[src/rtl/fetch_arbiter_pkg.sv]
`default_nettype none
// ============================================================================
// Module      : fetch_arbiter_pkg
// Description : Shared CPU definitions for the instruction-fetch arbiter and
//               its round-robin picker: machine word constants, default
//               address/data widths, arbiter state encoding and a helper
//               for index-width calculation.
// Revision    : 1.0 - initial release
// ============================================================================
package fetch_arbiter_pkg;

  localparam int BYTESIZE   = 8;
  localparam int WORDSIZE   = 4;                    // bytes per word
  localparam int BITNESS    = BYTESIZE * WORDSIZE;  // machine word in bits

  localparam int DEF_ADDR_W = BITNESS;
  localparam int DEF_DATA_W = BITNESS;

  typedef enum logic [1:0] {
    ST_IDLE  = 2'd0,
    ST_ISSUE = 2'd1,
    ST_WAIT  = 2'd2
  } fetch_state_e;

  // Width of an index into n requesters; a single requester still needs one bit.
  function automatic int ptr_width(input int n);
    return (n > 1) ? $clog2(n) : 1;
  endfunction

endpackage
`default_nettype wire

[src/rtl/fetch_arbiter_rr_pick.sv]
`default_nettype none
// ============================================================================
// Module      : fetch_arbiter_rr_pick
// Description : Combinational round-robin priority encoder. Returns the
//               first set request bit searching upward from ptr and wrapping
//               modulo N. Reusable by any N-way round-robin arbiter.
// Ports       : req   - request vector (N bits)
//               ptr   - highest-priority index this cycle (must be < N)
//               valid - at least one request is set
//               index - winning request index (0 when valid is low)
// Revision    : 1.0 - initial release
// ============================================================================
module fetch_arbiter_rr_pick
  import fetch_arbiter_pkg::*;
#(
  parameter int N     = 4,
  parameter int PTR_W = ptr_width(N)
) (
  input  logic [N-1:0]     req,
  input  logic [PTR_W-1:0] ptr,
  output logic             valid,
  output logic [PTR_W-1:0] index
);

  // Walk offsets from farthest to nearest so the nearest set bit to ptr
  // is the last (and therefore winning) assignment.
  always_comb begin
    int j;
    logic [PTR_W-1:0] w_idx;
    j     = 0;
    w_idx = '0;
    valid = |req;
    index = '0;
    for (int k = N - 1; k >= 0; k--) begin
      j = int'(ptr) + k;
      if (j >= N) j = j - N;
      w_idx = PTR_W'(j);
      if (req[w_idx]) index = w_idx;
    end
  end

endmodule
`default_nettype wire

[src/rtl/fetch_arbiter.sv]
`default_nettype none
// ============================================================================
// Module      : fetch_arbiter
// Description : Round-robin arbiter sharing one instruction-memory read port
//               between NUM_CORES fetch units. One transaction at a time:
//               pick (IDLE) -> req/gnt handshake (ISSUE) -> wait for read
//               data or timeout (WAIT) -> return data and rotate priority.
// Ports       : clock, reset_n            - clock / async active-low reset
//               req, addr                 - per-core fetch requests/addresses
//               ack                       - one-hot, memory accepted request
//               rvalid, rdata, err        - one-hot data return, shared data,
//                                           timeout flag
//               owner, busy               - core being served, in progress
//               mem_req, mem_addr, mem_gnt- memory request handshake
//               mem_rvalid, mem_rdata     - memory read response
// Revision    : 1.0 - initial release
// ============================================================================
module fetch_arbiter
  import fetch_arbiter_pkg::*;
#(
  parameter int NUM_CORES = 4,
  parameter int ADDR_W    = DEF_ADDR_W,
  parameter int DATA_W    = DEF_DATA_W,
  parameter int TIMEOUT   = 255
) (
  input  logic                          clock,
  input  logic                          reset_n,
  input  logic [NUM_CORES-1:0]          req,
  input  logic [NUM_CORES*ADDR_W-1:0]   addr,
  output logic [NUM_CORES-1:0]          ack,
  output logic [NUM_CORES-1:0]          rvalid,
  output logic [DATA_W-1:0]             rdata,
  output logic                          err,
  output logic [2:0]                    owner,
  output logic                          busy,
  output logic                          mem_req,
  output logic [ADDR_W-1:0]             mem_addr,
  input  logic                          mem_gnt,
  input  logic                          mem_rvalid,
  input  logic [DATA_W-1:0]             mem_rdata
);

  localparam int c_ptr_w = ptr_width(NUM_CORES);
  localparam int c_cnt_w = (TIMEOUT > 0) ? $clog2(TIMEOUT + 1) : 1;
  // The counter starts at 0 in the first WAIT cycle, so the last allowed
  // WAIT cycle is TIMEOUT-1: memory gets exactly TIMEOUT cycles to answer.
  localparam logic [c_cnt_w-1:0] c_cnt_last =
    (TIMEOUT > 0) ? c_cnt_w'(TIMEOUT - 1) : '0;

  fetch_state_e           r_state;
  fetch_state_e           w_state_next;

  logic [c_ptr_w-1:0]     r_rr_ptr;
  logic [c_ptr_w-1:0]     r_owner;
  logic [ADDR_W-1:0]      r_addr;
  logic [c_cnt_w-1:0]     r_cnt;
  logic [DATA_W-1:0]      r_rdata;
  logic [NUM_CORES-1:0]   r_rvalid;
  logic                   r_err;
  logic                   r_busy;

  logic                   w_pick_valid;
  logic [c_ptr_w-1:0]     w_pick_idx;
  logic [ADDR_W-1:0]      w_pick_addr;
  logic [NUM_CORES-1:0]   w_owner_oh;
  logic [c_ptr_w-1:0]     w_ptr_next;
  logic                   w_accept;
  logic                   w_grant;
  logic                   w_resp;
  logic                   w_timeout;
  logic                   w_done;

  fetch_arbiter_rr_pick #(
    .N     (NUM_CORES),
    .PTR_W (c_ptr_w)
  ) u_rr_pick (
    .req   (req),
    .ptr   (r_rr_ptr),
    .valid (w_pick_valid),
    .index (w_pick_idx)
  );

  // Address mux with constant slices keeps the select width-clean.
  always_comb begin
    w_pick_addr = '0;
    w_owner_oh  = '0;
    for (int i = 0; i < NUM_CORES; i++) begin
      if (w_pick_idx == c_ptr_w'(i)) w_pick_addr = addr[i*ADDR_W +: ADDR_W];
      w_owner_oh[i] = (r_owner == c_ptr_w'(i));
    end
  end

  assign w_ptr_next = (r_owner == c_ptr_w'(NUM_CORES - 1)) ? '0 : r_owner + 1'b1;
  assign w_done     = w_resp | w_timeout;

  // --------------------------------------------------------------------------
  // State register
  // --------------------------------------------------------------------------
  always_ff @(posedge clock or negedge reset_n) begin
    if (!reset_n) r_state <= ST_IDLE;
    else          r_state <= w_state_next;
  end

  // --------------------------------------------------------------------------
  // Next state and handshake outputs. ack is combinational from mem_gnt so
  // it lines up with the accepting cycle. mem_rvalid is only looked at in
  // WAIT, which drops late, spurious and gnt-coincident responses.
  // --------------------------------------------------------------------------
  always_comb begin
    w_state_next = r_state;
    w_accept     = 1'b0;
    w_grant      = 1'b0;
    w_resp       = 1'b0;
    w_timeout    = 1'b0;
    mem_req      = 1'b0;
    ack          = '0;
    case (r_state)
      ST_IDLE: begin
        if (w_pick_valid) begin
          w_accept     = 1'b1;
          w_state_next = ST_ISSUE;
        end
      end
      ST_ISSUE: begin
        mem_req = 1'b1;
        if (mem_gnt) begin
          w_grant      = 1'b1;
          ack          = w_owner_oh;
          w_state_next = ST_WAIT;
        end
      end
      ST_WAIT: begin
        if (mem_rvalid) begin
          w_resp       = 1'b1;
          w_state_next = ST_IDLE;
        end else if ((TIMEOUT > 0) && (r_cnt == c_cnt_last)) begin
          w_timeout    = 1'b1;
          w_state_next = ST_IDLE;
        end
      end
      default: w_state_next = ST_IDLE;
    endcase
  end

  // --------------------------------------------------------------------------
  // Datapath registers
  // --------------------------------------------------------------------------
  always_ff @(posedge clock or negedge reset_n) begin
    if (!reset_n) begin
      r_rr_ptr <= '0;
      r_owner  <= '0;
      r_addr   <= '0;
      r_cnt    <= '0;
      r_rdata  <= '0;
      r_rvalid <= '0;
      r_err    <= 1'b0;
      r_busy   <= 1'b0;
    end else begin
      r_rvalid <= '0;
      r_err    <= 1'b0;

      if (w_accept) begin
        r_owner <= w_pick_idx;
        r_addr  <= w_pick_addr;
        r_busy  <= 1'b1;
      end

      // Counter is unused when the timeout is disabled, so leave it idle.
      if (w_grant) begin
        r_cnt <= '0;
      end else if ((r_state == ST_WAIT) && (TIMEOUT > 0)) begin
        r_cnt <= r_cnt + 1'b1;
      end

      if (w_done) begin
        r_rvalid <= w_owner_oh;
        r_err    <= w_timeout;
        r_rdata  <= w_resp ? mem_rdata : '0;
        r_busy   <= 1'b0;
        r_rr_ptr <= w_ptr_next;
      end
    end
  end

  assign rvalid   = r_rvalid;
  assign rdata    = r_rdata;
  assign err      = r_err;
  assign owner    = 3'(r_owner);
  assign busy     = r_busy;
  assign mem_addr = r_addr;

endmodule
`default_nettype wire

[config.mk]
export PLATFORM = sky130hd
export DESIGN_NAME = fetch_arbiter
export DESIGN_NICKNAME = d
export VERILOG_FILES = /design/src/rtl/fetch_arbiter_pkg.sv /design/src/rtl/fetch_arbiter_rr_pick.sv /design/src/rtl/fetch_arbiter.sv
export SDC_FILE = /design/constraint.sdc
export NUM_CORES = 1
export LEC_CHECK = 0
export ABC_AREA = 1
export CAP_MARGIN = 30
export CELL_PAD_IN_SITES_DETAIL_PLACEMENT = 1
export CELL_PAD_IN_SITES_GLOBAL_PLACEMENT = 1
export CORE_ASPECT_RATIO = 1.5
export CORE_MARGIN = 2
export CORE_UTILIZATION = 30
export CTS_CLUSTER_DIAMETER = 100
export DETAILED_ROUTE_END_ITERATION = 8
export HOLD_SLACK_MARGIN = 0.03
export PLACE_DENSITY = 0.94
export SETUP_SLACK_MARGIN = 0.1
export SLEW_MARGIN = 25
export SYNTH_ARGS = -nofsm -noshare
export SYNTH_HDL_FRONTEND = slang
export SYNTH_SLANG_ARGS = --single-unit
[constraint.sdc]
create_clock -name clock -period 4.5 [get_ports clock]
set_input_delay 0.9 -clock clock [delete_from_list [all_inputs] [get_ports clock]]
set_output_delay 0.9 -clock clock [all_outputs]
set_load 0.005 [all_outputs]
==> impl_metrics.toml <==
[synthesis]
yosysTopAreaCell = "dfrtp_1"
ys_seq_area_share_pct = 42.0
synth_top_family_by_area = "simple AND/OR/NAND/NOR gates"
synth_fa_ha_area_share_pct = 1.50
synth_seq_cells = 84
syn-num-nets = 896
synthCells = 722
synth_xor_xnor_area_share_pct = 0
yosysTopAreaCellShare_pct = 42.0
postSynthAreaPerCell_um2 = 6.93
netlist_area_um2 = 5000
synth_cell_type_count = 30
ys_top_cells_by_area = "dfrtp_1, nand2_1, inv_1"
synth_compound_area_share_pct = 8.78
synth-simple-area-share_pct = 33.1
synthMuxAreaShare_pct = 0.225
yosysWarnings = 0

[sta]
final_hold_viol_count = 0
fin_skew_ns = 0.00734
fin_crit_sh_pct = 71.9
tns_ns = 0
setup_ws_ns = 1.27
rsz0062_at_grt = "false"
worst_slew_margin_rel_pct = 41.0
worst_slew_pin_slew_ns = 0.883
max_freq_mhz = 309
finalSetupViolations = 0
drv_slew = 0
post-route-min-period_ns = 3.23

[clocking]
path_clk_slew_ns = 0.07
cts.sinks = 84
numCtsBuffers = 9
clkLatencyLatePin_ns = 0.33
htreeDepth = 3
cts_root_buf = "clkbuf_16"
cts_hold_buf = 0
cts_max_path_buffers = 2
post_cts_buffers = 0
cts_tree = "yes"
ctsResizeCount = 0

[global_routing]
grt_pass1_vias = 5995
use_met3_pct = 4.65
grt_pass1_wl_um = 29700
grtUsageMet1_pct = 22.7
grtUsageTotal_pct = 21.5
grt_max_degree = 69
antenna_found_initial = 0
top_usage_layer = "met2"
gr-total-overflow = 0
grt_use_met2_pct = 40.2

[floorplanning]
start_util_pct = 30.8
rows = 57
pin_count = 246
core_area_um2 = 16300
dieArea_um2 = 17700
die_w_um = 109
die_h_um = 162

[drt]
drc = 0
vias_per_cell = 4.80
antenna_left = 0
wirelength_um = 18900
first_iter_violations = 201
first_pass_iters = 4
num_vias = 5557
avgRoutedWirePerCell_um = 16.3

[layout]
fin_util_pct = 48.5
area_growth_pct = 57.5
n_fill_cell = 2065
antenna_cells = 0
fin_nets = 1121
layout-drive-gt1-share_pct = 4.41
multi_input_area_um2 = 2190
seqCellArea_um2 = 2100

[power]
p_leak_uw = 0.00402
power_density_nw_per_um2 = 665
ir_drop_mv = 0.300

[place]
hpwl_um = 14500
io_buffer_count = 244
globalplace.congestion = 0.793
place_ws_ns = 0.909

[worst_setup_path]
path_delay_family = "buffers and inverters"
arrival_ns = 2.33
cp.required_ns = 3.60
worstPathCellList = "clkdlybuf4s50_1, nand2_1, nor2_1, clkdlybuf4s50_1"
crit_buf_inv = 2
slowest_delay_ns = 0.53
critPathCaptureType = "output pin"
critPathKind = "input pin to output pin"
critPathLaunchType = "input pin"
crit_path_max_fanout = 9
critPathSlowestCell = "clkdlybuf4s50_1"
crit_top_cell = "clkdlybuf4s50_1"

[outcome]
status = "complete, no violations"

[flow_run]
max-cap-violations = 0

[hold_path]
worst_hold_path_type = "input pin to asynchronous set/reset pin"
==> worst reg2reg max path, delay by kind of cell, from the launching register on <==
family | cells | cell delay (ns)
buffers and inverters | 4 | 0.61
DFF | 1 | 0.49
and+or+nand+nor | 12 | 1.39
==> worst paths after layout <==
check / depth (start not counted) / end / startpoint / slack, ns
setup / recovery: 4 / ack[0] / mem_gnt / 1.27
hold / removal: 1 / rvalid[3] / reset_n / 0.43
setup reg to reg: 16 / mem_addr[5] / r_rr_ptr[0] / 1.90
hold reg to reg: 2 / mem_addr[13] / mem_addr[13] / 0.48
max in group asynchronous: 3 / mem_addr[24] / reset_n / 3.19
min in group clock: 2 / mem_addr[13] / mem_addr[13] / 0.48
==> flip-flops by register name, indices dropped and copies added (netlist names) <==
signal,flops
err,1
busy,1
r_owner,2
mem_addr,32
r_rr_ptr,2
r_state,2
rvalid,4
r_cnt,8
rdata,32
==> logic make-up (layout without fill, tap and decap cells) <==
group,Yosys count,count (layout)
fa+ha+maj,6,6
flops,84,84
other cells,1,1
buf+inv,179,409
simple gates,398,398
mux,1,1
compound gates,53,53
==> cell type report <==
type	count	area share, %
repair buffers	251	31.9
well taps	206	3.27
clock inverters	7	0.731
flip-flops and latches	84	26.7
inverters	142	6.77
multi-input cells	459	27.8
clock buffers	9	2.86
==> power breakdown <==
part | total [µW] | switching [µW] | internal, µW
Clock | 728 | 344 | 384
Combinational | 3220 | 1850 | 1360
Sequential | 1290 | 212 | 1080
Total | 5240 | 2410 | 2830
==> metrics by stage <==
step                      hold WS (ns)  instances  total power [µW]  area [µm²]
after floorplan                  0.467        722              3220        5000
after global placement           0.462       1141              4430        7570
after detailed placement         0.467       1141              4590        7570
after CTS                        0.486       1157              5330        7850
after global routing             0.442       1158              5760        7880
final                            0.435       1158              5240        7880
==> per-layer routing <==
layer  vias up  part of all wire (%)
li1       2669                     -
met1      2630                    35
met2       217                    54
met3        41                   6.5
met4         0                   3.5
met5         -                     0
==> synth_stat cells (all sizes together) <==
| library cell | n |
|---|---|
| inv | 141 |
| clkbuf | 14 |
| conb | 1 |
| nand4 | 2 |
| nor3 | 1 |
| clkinv | 1 |
| nand2 | 248 |
| nand3 | 85 |
| nor4 | 1 |
| nor2 | 61 |
| o31ai | 1 |
| a32o | 32 |
| dfrtp | 84 |
| a22oi | 1 |
| mux2 | 1 |
| a21oi | 3 |
| buf | 23 |
| o22ai | 1 |
| ha | 6 |
| o21ai | 14 |
| a31o | 1 |
==> cells in the final DEF (no fill, tap or decap), types with 2 or more instances in the layout <==
cell type	count
dfrtp_1	84
clkinvlp_4	2
clkdlybuf4s50_1	243
a32o_1	32
clkbuf_16	9
inv_2	8
a21oi_1	2
ha_1	6
nand2_4	2
nor2_1	58
inv_1	133
nand2_1	246
o21ai_0	14
inv_6	3
buf_4	7
nand3_1	84
(Power assumes the default switching activity.)
